==> src/rtl/mem_arbiter_if.sv <==
// Requester and memory-side bus of the unified-memory arbiter.
// The arbiter sits on the slave modport; requesters and the memory model
// sit on the master modport.
interface mem_arbiter_if #(
  parameter int ADDR_W = 32,
  parameter int DATA_W = 32
);
  // Instruction-fetch port
  logic              i_req;
  logic [ADDR_W-1:0] i_addr;
  logic              i_ack;
  logic [DATA_W-1:0] i_rdata;

  // Data load/store port
  logic              d_req;
  logic              d_we;
  logic [ADDR_W-1:0] d_addr;
  logic [DATA_W-1:0] d_wdata;
  logic              d_ack;
  logic [DATA_W-1:0] d_rdata;
  logic              d_err;

  // Fixed-latency synchronous memory
  logic              mem_en;
  logic              mem_we;
  logic [ADDR_W-1:0] mem_addr;
  logic [DATA_W-1:0] mem_wdata;
  logic [DATA_W-1:0] mem_rdata;

  modport slave (
    input  i_req, i_addr, d_req, d_we, d_addr, d_wdata, mem_rdata,
    output i_ack, i_rdata, d_ack, d_rdata, d_err,
           mem_en, mem_we, mem_addr, mem_wdata
  );

  modport master (
    output i_req, i_addr, d_req, d_we, d_addr, d_wdata, mem_rdata,
    input  i_ack, i_rdata, d_ack, d_rdata, d_err,
           mem_en, mem_we, mem_addr, mem_wdata
  );
endinterface

==> src/rtl/mem_arbiter.sv <==
// Shares one fixed-latency synchronous memory between the instruction-fetch
// port and the data load/store port. Data wins arbitration unless fetch has
// been passed over STARVE_MAX times in a row. Misaligned data accesses are
// answered with d_err without touching memory.
module mem_arbiter #(
  parameter int ADDR_W     = 32,
  parameter int DATA_W     = 32,
  parameter int LATENCY    = 1,
  parameter int STARVE_MAX = 4
) (
  input  logic          clock,
  input  logic          reset,
  mem_arbiter_if.slave  bus,
  output logic          busy
);

  typedef enum logic [1:0] {IDLE, ISSUE, WAIT, ACK} state_t;

  localparam int SW = (STARVE_MAX < 1) ? 1 : $clog2(STARVE_MAX + 1);
  localparam logic [SW-1:0] STARVE_LIM = SW'(STARVE_MAX);
  localparam logic [3:0]    WAIT_LOAD  = 4'(LATENCY - 1);

  state_t            state_q, state_d;
  logic              owner_d_q;   // 1 = data port owns the transaction
  logic              we_q;
  logic              err_q;
  logic [ADDR_W-3:0] addr_q;      // word address; byte offset is never driven out
  logic [DATA_W-1:0] wdata_q;
  logic [DATA_W-1:0] rdata_q;
  logic [3:0]        wait_q;
  logic [SW-1:0]     starve_q;

  logic grant_d, grant_i, misaligned;

  // Fetch byte offset is irrelevant: fetches are always word accesses.
  logic unused_fetch_offset;
  assign unused_fetch_offset = ^bus.i_addr[1:0];

  assign grant_d    = bus.d_req && (!bus.i_req || (starve_q < STARVE_LIM));
  assign grant_i    = !grant_d && bus.i_req;
  assign misaligned = (bus.d_addr[1:0] != 2'b00);

  // State register; reset drops the FSM straight back to IDLE.
  always_ff @(posedge clock or posedge reset) begin
    // NOTE: sequential state uses <= so every flop samples pre-edge values.
    if (reset) state_q <= IDLE;
    else       state_q <= state_d;
  end

  // Next-state logic.
  always_comb begin
    // NOTE: default assignment first so no path leaves state_d unassigned (no latch).
    state_d = state_q;
    unique case (state_q)
      IDLE: begin
        if (grant_d)      state_d = misaligned ? ACK : ISSUE;
        else if (grant_i) state_d = ISSUE;
      end
      ISSUE:   state_d = WAIT;
      WAIT:    if (wait_q == 4'd0) state_d = ACK;
      ACK:     state_d = IDLE;
      default: state_d = IDLE;
    endcase
  end

  // Request latch, wait counter, read-data capture and starvation counter.
  always_ff @(posedge clock or posedge reset) begin
    if (reset) begin
      owner_d_q <= 1'b0;
      we_q      <= 1'b0;
      err_q     <= 1'b0;
      addr_q    <= '0;
      wdata_q   <= '0;
      rdata_q   <= '0;
      wait_q    <= '0;
      starve_q  <= '0;
    end else begin
      unique case (state_q)
        IDLE: begin
          if (grant_d) begin
            owner_d_q <= 1'b1;
            addr_q    <= bus.d_addr[ADDR_W-1:2];
            we_q      <= bus.d_we;
            wdata_q   <= bus.d_wdata;
            err_q     <= misaligned;
            rdata_q   <= '0;
            // Only consecutive data wins while fetch waits count toward starvation.
            if (!bus.i_req)               starve_q <= '0;
            else if (starve_q < STARVE_LIM) starve_q <= starve_q + 1'b1;
          end else if (grant_i) begin
            owner_d_q <= 1'b0;
            addr_q    <= bus.i_addr[ADDR_W-1:2];
            we_q      <= 1'b0;
            wdata_q   <= '0;
            err_q     <= 1'b0;
            rdata_q   <= '0;
            starve_q  <= '0;
          end
        end
        ISSUE: wait_q <= WAIT_LOAD;
        WAIT: begin
          if (wait_q == 4'd0) rdata_q <= we_q ? '0 : bus.mem_rdata;
          else                wait_q  <= wait_q - 1'b1;
        end
        default: ;
      endcase
    end
  end

  // Outputs decode from state so reset clears them without waiting for a clock.
  always_comb begin
    bus.mem_en    = (state_q == ISSUE);
    bus.mem_we    = (state_q == ISSUE) && we_q;
    bus.mem_addr  = (state_q == ISSUE) ? {addr_q, 2'b00} : '0;
    bus.mem_wdata = (state_q == ISSUE) ? wdata_q : '0;
    bus.i_ack     = (state_q == ACK) && !owner_d_q;
    bus.d_ack     = (state_q == ACK) && owner_d_q;
    bus.i_rdata   = bus.i_ack ? rdata_q : '0;
    bus.d_rdata   = bus.d_ack ? rdata_q : '0;
    bus.d_err     = bus.d_ack && err_q;
    busy          = (state_q != IDLE);
  end

endmodule

==> src/flat_wrapper.sv <==
// flat-port wrapper written by rule: the top's interface ports become plain ports
module mem_arbiter_flat 
#(
  parameter int ADDR_W     = 32,
  parameter int DATA_W     = 32,
  parameter int LATENCY    = 1,
  parameter int STARVE_MAX = 4
)
  (clock, reset, busy, bus_i_req, bus_i_addr, bus_d_req, bus_d_we, bus_d_addr, bus_d_wdata, bus_mem_rdata, bus_i_ack, bus_i_rdata, bus_d_ack, bus_d_rdata, bus_d_err, bus_mem_en, bus_mem_we, bus_mem_addr, bus_mem_wdata);
  mem_arbiter_if #(.ADDR_W(ADDR_W), .DATA_W(DATA_W)) bus_i ();
  input  logic clock;
  input  logic reset;
  output logic busy;
  input wire logic [$bits(bus_i.i_req)-1:0] bus_i_req;
  input wire logic [$bits(bus_i.i_addr)-1:0] bus_i_addr;
  input wire logic [$bits(bus_i.d_req)-1:0] bus_d_req;
  input wire logic [$bits(bus_i.d_we)-1:0] bus_d_we;
  input wire logic [$bits(bus_i.d_addr)-1:0] bus_d_addr;
  input wire logic [$bits(bus_i.d_wdata)-1:0] bus_d_wdata;
  input wire logic [$bits(bus_i.mem_rdata)-1:0] bus_mem_rdata;
  output wire logic [$bits(bus_i.i_ack)-1:0] bus_i_ack;
  output wire logic [$bits(bus_i.i_rdata)-1:0] bus_i_rdata;
  output wire logic [$bits(bus_i.d_ack)-1:0] bus_d_ack;
  output wire logic [$bits(bus_i.d_rdata)-1:0] bus_d_rdata;
  output wire logic [$bits(bus_i.d_err)-1:0] bus_d_err;
  output wire logic [$bits(bus_i.mem_en)-1:0] bus_mem_en;
  output wire logic [$bits(bus_i.mem_we)-1:0] bus_mem_we;
  output wire logic [$bits(bus_i.mem_addr)-1:0] bus_mem_addr;
  output wire logic [$bits(bus_i.mem_wdata)-1:0] bus_mem_wdata;
  assign bus_i.i_req = bus_i_req;
  assign bus_i.i_addr = bus_i_addr;
  assign bus_i.d_req = bus_d_req;
  assign bus_i.d_we = bus_d_we;
  assign bus_i.d_addr = bus_d_addr;
  assign bus_i.d_wdata = bus_d_wdata;
  assign bus_i.mem_rdata = bus_mem_rdata;
  assign bus_i_ack = bus_i.i_ack;
  assign bus_i_rdata = bus_i.i_rdata;
  assign bus_d_ack = bus_i.d_ack;
  assign bus_d_rdata = bus_i.d_rdata;
  assign bus_d_err = bus_i.d_err;
  assign bus_mem_en = bus_i.mem_en;
  assign bus_mem_we = bus_i.mem_we;
  assign bus_mem_addr = bus_i.mem_addr;
  assign bus_mem_wdata = bus_i.mem_wdata;
  mem_arbiter #(.ADDR_W(ADDR_W), .DATA_W(DATA_W), .LATENCY(LATENCY), .STARVE_MAX(STARVE_MAX)) u_core (.clock(clock), .reset(reset), .bus(bus_i), .busy(busy));
endmodule
==> config.mk <==
export PLATFORM = sky130hd
export DESIGN_NAME = mem_arbiter_flat
export DESIGN_NICKNAME = d
export VERILOG_FILES = /design/src/rtl/mem_arbiter_if.sv /design/src/rtl/mem_arbiter.sv /design/src/flat_wrapper.sv
export SDC_FILE = /design/constraint.sdc
export NUM_CORES = 1
export LEC_CHECK = 0
export CAP_MARGIN = 20
export CORE_ASPECT_RATIO = 1.25
export CORE_MARGIN = 3
export CORE_UTILIZATION = 41
export DETAILED_ROUTE_END_ITERATION = 10
export PLACE_DENSITY = 0.92
export SYNTH_ARGS = -nofsm -noshare
export SYNTH_HDL_FRONTEND = slang
export SYNTH_SLANG_ARGS = --single-unit
==> constraint.sdc <==
create_clock -name clock -period 4.8 [get_ports clock]
set_clock_uncertainty 0.2 [all_clocks]
set_input_delay 0.48 -clock clock [delete_from_list [all_inputs] [get_ports clock]]
set_output_delay 0.48 -clock clock [all_outputs]
set_load 0.005 [all_outputs]
---- Word level (Yosys, flattened, before mapping) ----
Index checks and enable logic that the tools add are counted.
Widths: inputs -> output; s select.
storage, ports and cells
  output and inout bits ................... 134
  bits of input ports ..................... 133
  flip-flop bits (word level) ............. 106
  logic and storage cells ................. 68
operators by class
  multiplexer cells ....................... 27
  $lt $le $gt $ge ......................... 1
  reduce and logical (&&, ||, !) cells .... 22
  equality and inequality tests ........... 7
  add/subtract/negate cells ............... 2
operator list
  cell                 count
  $mux 32              9
  $pmux 32 s2          1
  $mux 30              2
  $mux 3               4
  $reduce_bool 2->1    5
  $mux 2               4
  $pmux 2 s4           1
  $pmux 4 s2           1
  $logic_and 1x1->1    6
  $reduce_and 2->1     3
  $reduce_and 3->1     2
  $eq 2x2->1 const B   2
  $logic_not 4->1      1
  $mux 1               4
  $mux 4               1
  $sub 4x1->4 const B  1
  $add 3x1->3 const B  1
  $logic_not 1->1      3
  $lt 3x3->1 const B   1
  $ne 3x1->1 const B   1
  $ne 3x3->1 const B   1
  $eq 2x1->1 const B   1
  $logic_not 2->1      1
  $ne 2x1->1 const B   1
  other kinds (2)      2

---- Longest topological paths before layout ----
Gate-level depths: netlist of the first run.
  depth in word-level cells ............... 8
  gate-level depth with buffers ........... 8
  depth with buffers taken out ............ 5

---- Worst setup path after synthesis of the first run ----
No wires, ideal clock.
  path kind ............................... register to register
  from .................................... register u_core.wait_q[0]
  to ...................................... register u_core.rdata_q[0]
  library setup time ...................... 0.079 ns
  stages on the path, launching flop included .. 8
  path buffers ............................ 2
  data required time ...................... 4.521 ns
  arrival ................................. 1.806 ns
  slack ................................... 2.714 ns
  cells stage by stage .................... dfrtp_1 > inv_1 > ha_1 > or3b_1 > buf_2 > a211oi_4 > buf_6 > mux2i_1
on the way
  cells in the longest elaborated chain, start to end .. 3
ends and longest elaborated chain
  item                        RTL line            text
  from (decl)                 mem_arbiter.sv:30   logic [3:0] wait_q;
  from (signal assigned)      mem_arbiter.sv:103  else wait_q <= wait_q - 1'b1;
  $logic_not 4->1             mem_arbiter.sv:102  if (wait_q == 4'd0) rdata_q <= we_q ? '0 : bus.mem_rdata;
  $ne 2x1->1 (no line)        n/a
  $reduce_and 3->1 (no line)  n/a
  to (signal assigned)        mem_arbiter.sv:102
  to (decl)                   mem_arbiter.sv:29   logic [DATA_W-1:0] rdata_q;
Every way passes these cells.
A chain may end at the register's enable or synchronous reset.

---- Worst setup path in the final report of the first run ----
  from .................................... register u_core.state_q[1]
  to ...................................... output port bus_mem_addr[23]
on the way
  cells in the longest elaborated chain, start to end .. 2
ends and longest elaborated chain
  item                    RTL line            text
  from (decl)             mem_arbiter.sv:23   state_t state_q, state_d;
  from (signal assigned)  mem_arbiter.sv:47   else state_q <= state_d;
  $eq 2x1->1              mem_arbiter.sv:114  bus.mem_addr = (state_q == ISSUE) ? {addr_q, 2'b00} : '0;
  $mux 32                 mem_arbiter.sv:114
  to (decl)               flat_wrapper.sv:28  output wire logic [$bits(bus_i.mem_addr)-1:0] bus_mem_addr;
Every way passes these cells.

==> results.ini, run 1 <==
[worst_setup_path]
path_class = reg2out
critPathArrivalTime_ns = 2.53
crit_fanout = 65
reg2reg_depth = 6
cp-start-kind = flip-flop
crit_required_ns = 4.12
end_kind = primary output
rrSetupSlack_ns = 2.31

[placed_design]
placed_cell_area_mm2 = 0.00819
gp_congestion = 0.758
pre_cts_ws_ns = 1.94
port_buffers = 262
dp_hpwl_mm = 10.9

[global_route]
first_global_vias = 4541
grt_usage = 0.203
grt_pass1_wl_mm = 23.6
antenna_found_initial = 0
grt_max_degree = 69
grt-ovfl-total = 0

[floorplanning]
pin_count = 267
die_y_um = 135
start_util = 0.425
dieArea_mm2 = 0.0147
core_area_mm2 = 0.0128
core.rowCount = 46
die_x_um = 109

[route]
ant_nets = 0
route.detailed.drc = 0
route.vias.total = 4644
dr.pass1.iters = 4
wl_per_cell_um = 15.6
via_per_inst = 4.82
drtIter0Drc = 239
drt_wl_total_mm = 15.0

[final_layout]
nets = 930
diodes = 0
drive_above_1_share = 0.0390
area_growth_pct = 56.9
final.fill_count = 1021
design_area_mm2 = 0.00855

[worst_hold_path]
min_path_type = reg2reg
whs_path_depth = 2

[sta]
drv_slew = 0
setup_violations = 0
finalSetupTns_ns = 0
layout_setup_ws_ns = 1.59
period_share = 0.668
rsz0062_at_grt = false
fin_crit_ns = 3.21
max_freq_mhz = 312
worstMarginPinSlew_ns = 1.03
hold_viol_final = 0
relSlewSlack = 0.314

[cts]
cts_tree = done
ctsHoldBuffers = 0
post_cts_buffers = 0
clockBufferDepth = 2
clk_pin_slew_worst_paths_ns = 0.07
cts_buffers = 9
root_buffer = clkbuf_16
numClockSinks = 106
insertion_delay_ns = 0.33
htreeDepth = 3
ctsResizeCount = 0

[logic_synthesis]
synthTopCellsByArea = dfrtp_1 49%, mux2i_1 12%, and2_1 11%
synth.distinct_cells = 32
synth_top_area_share = 0.487
synth_top_area_cell = dfrtp_1
synth_edf_count = 0
yosys_warnings = 0
syn_area_mm2 = 0.00545
ys.flop_type = dfrtp_1
yosysSeqAreaShare = 0.487
synthCells = 552
avgSynthCellArea_um2 = 9.87
ys_seq_elements = 106
async_flop_share = 1.00

[power_and_ir_drop]
peakVddDrop_uv = 332
p_leak_nw = 3.89
p_per_area_mw_per_mm2 = 496

[status]
status = finished clean

[run]
maxCapViolations = 0

path summary, 6_finish.rpt:
kind | start | end
worst max-delay path | u_core.state_q[1] | bus_mem_addr[23]
min in group asynchronous | reset | u_core.wdata_q[10]
worst max register to register | u_core.state_q[0] | u_core.rdata_q[9]
worst min register to register | u_core.addr_q[19] | u_core.addr_q[19]
worst min-delay path | u_core.addr_q[19] | u_core.addr_q[19]
max in group asynchronous | reset | u_core.we_q
cell families (layout without fill, tap and decap cells):
group | after synthesis | after routing | synth area share
buffers and inverters | 84 | 326 | 0.0643
AND/OR/NAND/NOR | 213 | 213 | 0.211
AO/OA/AOI/OAI | 74 | 74 | 0.0980
multiplexers | 67 | 67 | 0.123
adder cells (fa/ha/maj) | 7 | 7 | 0.0161
other | 1 | 2 | 0.000688
flip-flops | 106 | 106 | 0.487
cell type report:
cell class / count / area [um2] / share of cell area
clock inverter: 4 / 97.6 / 0.0114
timing repair buffer: 271 / 2700 / 0.316
sequential: 106 / 2650 / 0.310
multi-input combinational: 363 / 2480 / 0.290
tap: 168 / 210 / 0.0246
inverter: 39 / 149 / 0.0174
clock buffer: 12 / 256 / 0.0300
where the power goes:
| part | leakage [nW] | total (mW) | switching [mW] | internal (mW) |
|---|---|---|---|---|
| registers | 1.37 | 1.55 | 0.256 | 1.29 |
| clock network | 0.169 | 0.867 | 0.328 | 0.539 |
| logic | 2.35 | 1.83 | 0.858 | 0.968 |
| total | 3.89 | 4.24 | 1.44 | 2.80 |
critical path, cell delays in order, from the launching register on:
cell,delay [ns]
dfrtp_1,0.40
inv_1,0.11
ha_2,0.88
and2_1,0.27
clkdlybuf4s50_1,0.52
metal layers:
layer	global-route usage	up-vias	routed length [um]	part of all wire
met5	0	-	0	0
met3	0.0569	17	1320	0.088
met4	0.0618	0	211	0.014
li1	-	2288	-	-
met2	0.362	181	7710	0.51
met1	0.235	2158	5730	0.38
per-stage QoR:
stage               total power, mW   util  hold WS, ns  instances
detailed placement             3.41  0.638        0.262        947
floorplan                      2.60      -        0.240        553
global route                   4.55  0.666        0.296        963
global placement               3.34  0.638        0.252        947
finish                         4.24  0.666        0.270        963
CTS                            4.29  0.666        0.277        963
cells in the final DEF (no fill, tap or decap), types with 3 or more instances in the layout:
cell and count:
nand2_1 70, bufinv_16 3, ha_1 6, and2_1 97, clkdlybuf4s50_1 262, dfrtp_1 106
inv_1 38, o21ai_0 31, a22o_1 33, clkbuf_16 9, buf_4 8, and3_1 33
mux2i_1 67
Yosys cell counts (all sizes together), types with 2 or more instances:
cell and number:
a22o 33, and2 97, and3 33, buf 12, clkbuf 33, dfrtp 106, ha 7, inv 39
mux2i 67, nand2 70, nand3 2, nor2 3, nor2b 3, o21ai 32, o22a 2
state kept, by name, indices dropped and copies added (netlist names):
signal and cells:
u_core.err_q 1, u_core.starve_q 3, u_core.wdata_q 32, u_core.owner_d_q 1, u_core.we_q 1, u_core.wait_q 4, u_core.rdata_q 32, u_core.addr_q 30
u_core.state_q 2
Note: power is estimated with default switching activity, not from simulation.
==> run 2: changes to the inputs <==
--- a/config.mk
+++ b/config.mk
@@ -8,9 +8,9 @@
 export CAP_MARGIN = 20
 export CORE_ASPECT_RATIO = 1.25
 export CORE_MARGIN = 3
-export CORE_UTILIZATION = 41
+export CORE_UTILIZATION = 37
 export DETAILED_ROUTE_END_ITERATION = 10
-export PLACE_DENSITY = 0.92
+export PLACE_DENSITY = 0.88
 export SYNTH_ARGS = -nofsm -noshare
 export SYNTH_HDL_FRONTEND = slang
 export SYNTH_SLANG_ARGS = --single-unit
==> constraint.sdc (replaced) <==
create_clock -name clock -period 2.8 [get_ports clock]
set_clock_uncertainty 0.2 [all_clocks]
set_input_delay 0.28 -clock clock [delete_from_list [all_inputs] [get_ports clock]]
set_output_delay 0.28 -clock clock [all_outputs]
set_load 0.005 [all_outputs]
==> run 2 against run 1 <==
Effect of this change: sequential cell count is the same; power is 74% higher; count of clock-buffer cells in the layout down 2; sequential power grew 68%; sequential share of layout area decreased by 0.39 points; routed wire length is 3.8% higher; hold slack worse by 0.079 ns; register-to-register slack got worse by 1.7 ns; global-route usage decreased by 1.1 points; critical endpoint is now bus_i_rdata[5]; largest power group unchanged.
==> results.ini, run 2 (synthesized netlist as in run 1, its figures left out) <==
[status]
status = finished clean

[sta]
max_freq_mhz = 391
fin_crit_ns = 2.56
layout_setup_ws_ns = 0.242
finalSetupTns_ns = 0
worstMarginPinSlew_ns = 0.748
drv_slew = 0
relSlewSlack = 0.500
whs_ns = 0.192
hold_viol_final = 0
period_share = 0.913
rsz0062_at_grt = false
setup_violations = 0

[cts]
numClockSinks = 106
root_buffer = clkbuf_16
htreeDepth = 3
cts_buffers = 9
insertion_delay_ns = 0.34
clockBufferDepth = 2
clk_pin_slew_worst_paths_ns = 0.08
cts_tree = done

[power_and_ir_drop]
sw_frac_of_total = 0.348
peakVddDrop_uv = 432
p_leak_nw = 3.93
p_per_area_mw_per_mm2 = 850
p_clk_frac = 0.189
switchingPower_mw = 2.56
p_seq_frac = 0.355
p_int_mw = 4.80
p_comb_frac = 0.456

[floorplanning]
core.rowCount = 48
die_y_um = 142
start_util = 0.386
core_area_mm2 = 0.0141
dieArea_mm2 = 0.0162
pin_count = 267
die_x_um = 115

[global_route]
grt_pass1_wl_mm = 24.9
grt_usage = 0.192
first_global_vias = 4769
grt-ovfl-total = 0
antenna_found_initial = 0
grt_max_degree = 76

[route]
wl_per_cell_um = 16.0
dr.pass1.iters = 4
drt_wl_total_mm = 15.6
route.vias.total = 4741
drtIter0Drc = 236
route.detailed.drc = 0
ant_nets = 0
via_per_inst = 4.87

[worst_setup_path]
r2r_end = u_core.rdata_q[2]
end_kind = primary output
r2r-start = u_core.wait_q[0]
crit_fanout = 33
critPathArrivalTime_ns = 2.08
rrSetupSlack_ns = 0.58
path_class = reg2out
reg2reg_depth = 6
cp-start-kind = flip-flop
crit_required_ns = 2.32

[final_layout]
layout_commonest_cell = clkdlybuf4s50_1
area_growth_pct = 58.9
diodes = 0
final.fill_count = 1148
largestRegisters = u_core.rdata_q (32), u_core.wdata_q (32), u_core.addr_q (30)
drive_above_1_share = 0.0438
nets = 934
layout_common_cells = 262 x clkdlybuf4s50_1, 106 x dfrtp_1, 97 x and2_1

[worst_hold_path]
min_path_type = in2async

[placed_design]
port_buffers = 262
dp_hpwl_mm = 11.7
pre_cts_ws_ns = 0.488
gp_congestion = 0.783

[run]
maxCapViolations = 0

[run 2: cell types whose count changed in the layout (fill, tap and decap cells not counted), sizes merged]
cell,delta
buf,+4
clkbuf,-2
inv,+2
bufinv,-1
clkinv,+1
[run 2: through the flow]
| step | instance area [um2] | total power, mW | utilization | cells |
|---|---|---|---|---|
| after CTS | 8650 | 7.44 | 0.613 | 974 |
| final | 8660 | 7.36 | 0.613 | 974 |
| after detailed placement | 8320 | 6.03 | 0.590 | 958 |
| after global placement | 8320 | 5.90 | 0.590 | 958 |
| after global routing | 8660 | 7.90 | 0.613 | 974 |
| after floorplan | 5460 | 4.45 | - | 553 |
[run 2: layer usage]
metal	track usage	wire (um)	vias to the layer above
li1	-	-	2298
met1	0.210	5800	2225
met2	0.349	8080	193
met3	0.0606	1330	25
met4	0.0613	349	0
met5	0	0	-
[run 2: worst max-delay path: stages, from the launching register on]
cell and delay [ns]:
dfrtp_1 0.45, ha_1 0.19, nor2b_1 0.12, buf_4 0.28
and2_1 0.19, clkdlybuf4s50_1 0.50
[run 2: how the worst max path moves through the flow]
stage / startpoint / endpoint / slack [ns] / depth (start not counted)
final: u_core.state_q[0] / bus_i_rdata[5] / 0.24 / 5
after global routing: u_core.state_q[0] / bus_i_rdata[24] / 0.08 / 5
after CTS: u_core.state_q[1] / bus_mem_we / 0.09 / 5
after detailed placement: u_core.state_q[1] / bus_mem_we / 0.49 / 5
after global placement: u_core.state_q[1] / bus_mem_we / 0.51 / 5
after floorplan: u_core.wait_q[0] / u_core.rdata_q[0] / 0.71 / 7
[run 2: final cells by class]
cell class,instances,area (um2),share of cell area
clock inverters,6,95.1,0.0110
repair buffers,275,2820,0.326
flip-flops and latches,106,2650,0.306
multi-input cells,363,2490,0.288
inverters,39,150,0.0173
clock buffers,10,229,0.0265
well taps,175,219,0.0253
[run 2: repair_timing]
item | in CTS | in global routing
setup endpoints to repair | 0 | 16
endpoints found under the hold margin | 0 | 0
hold buffers | 0 | 0
gates resized for setup | 0 | 1
buffers inserted | 0 | 0
[run 2: power groups by stage]
stage               Combinational [mW]  Clock (mW)  Sequential (mW)
floorplan                         1.96           0             2.49
global placement                  3.31           0             2.59
detailed placement                3.39           0             2.64
CTS                               3.40        1.43             2.61
global route                      3.70        1.49             2.71
finish                            3.36        1.39             2.61
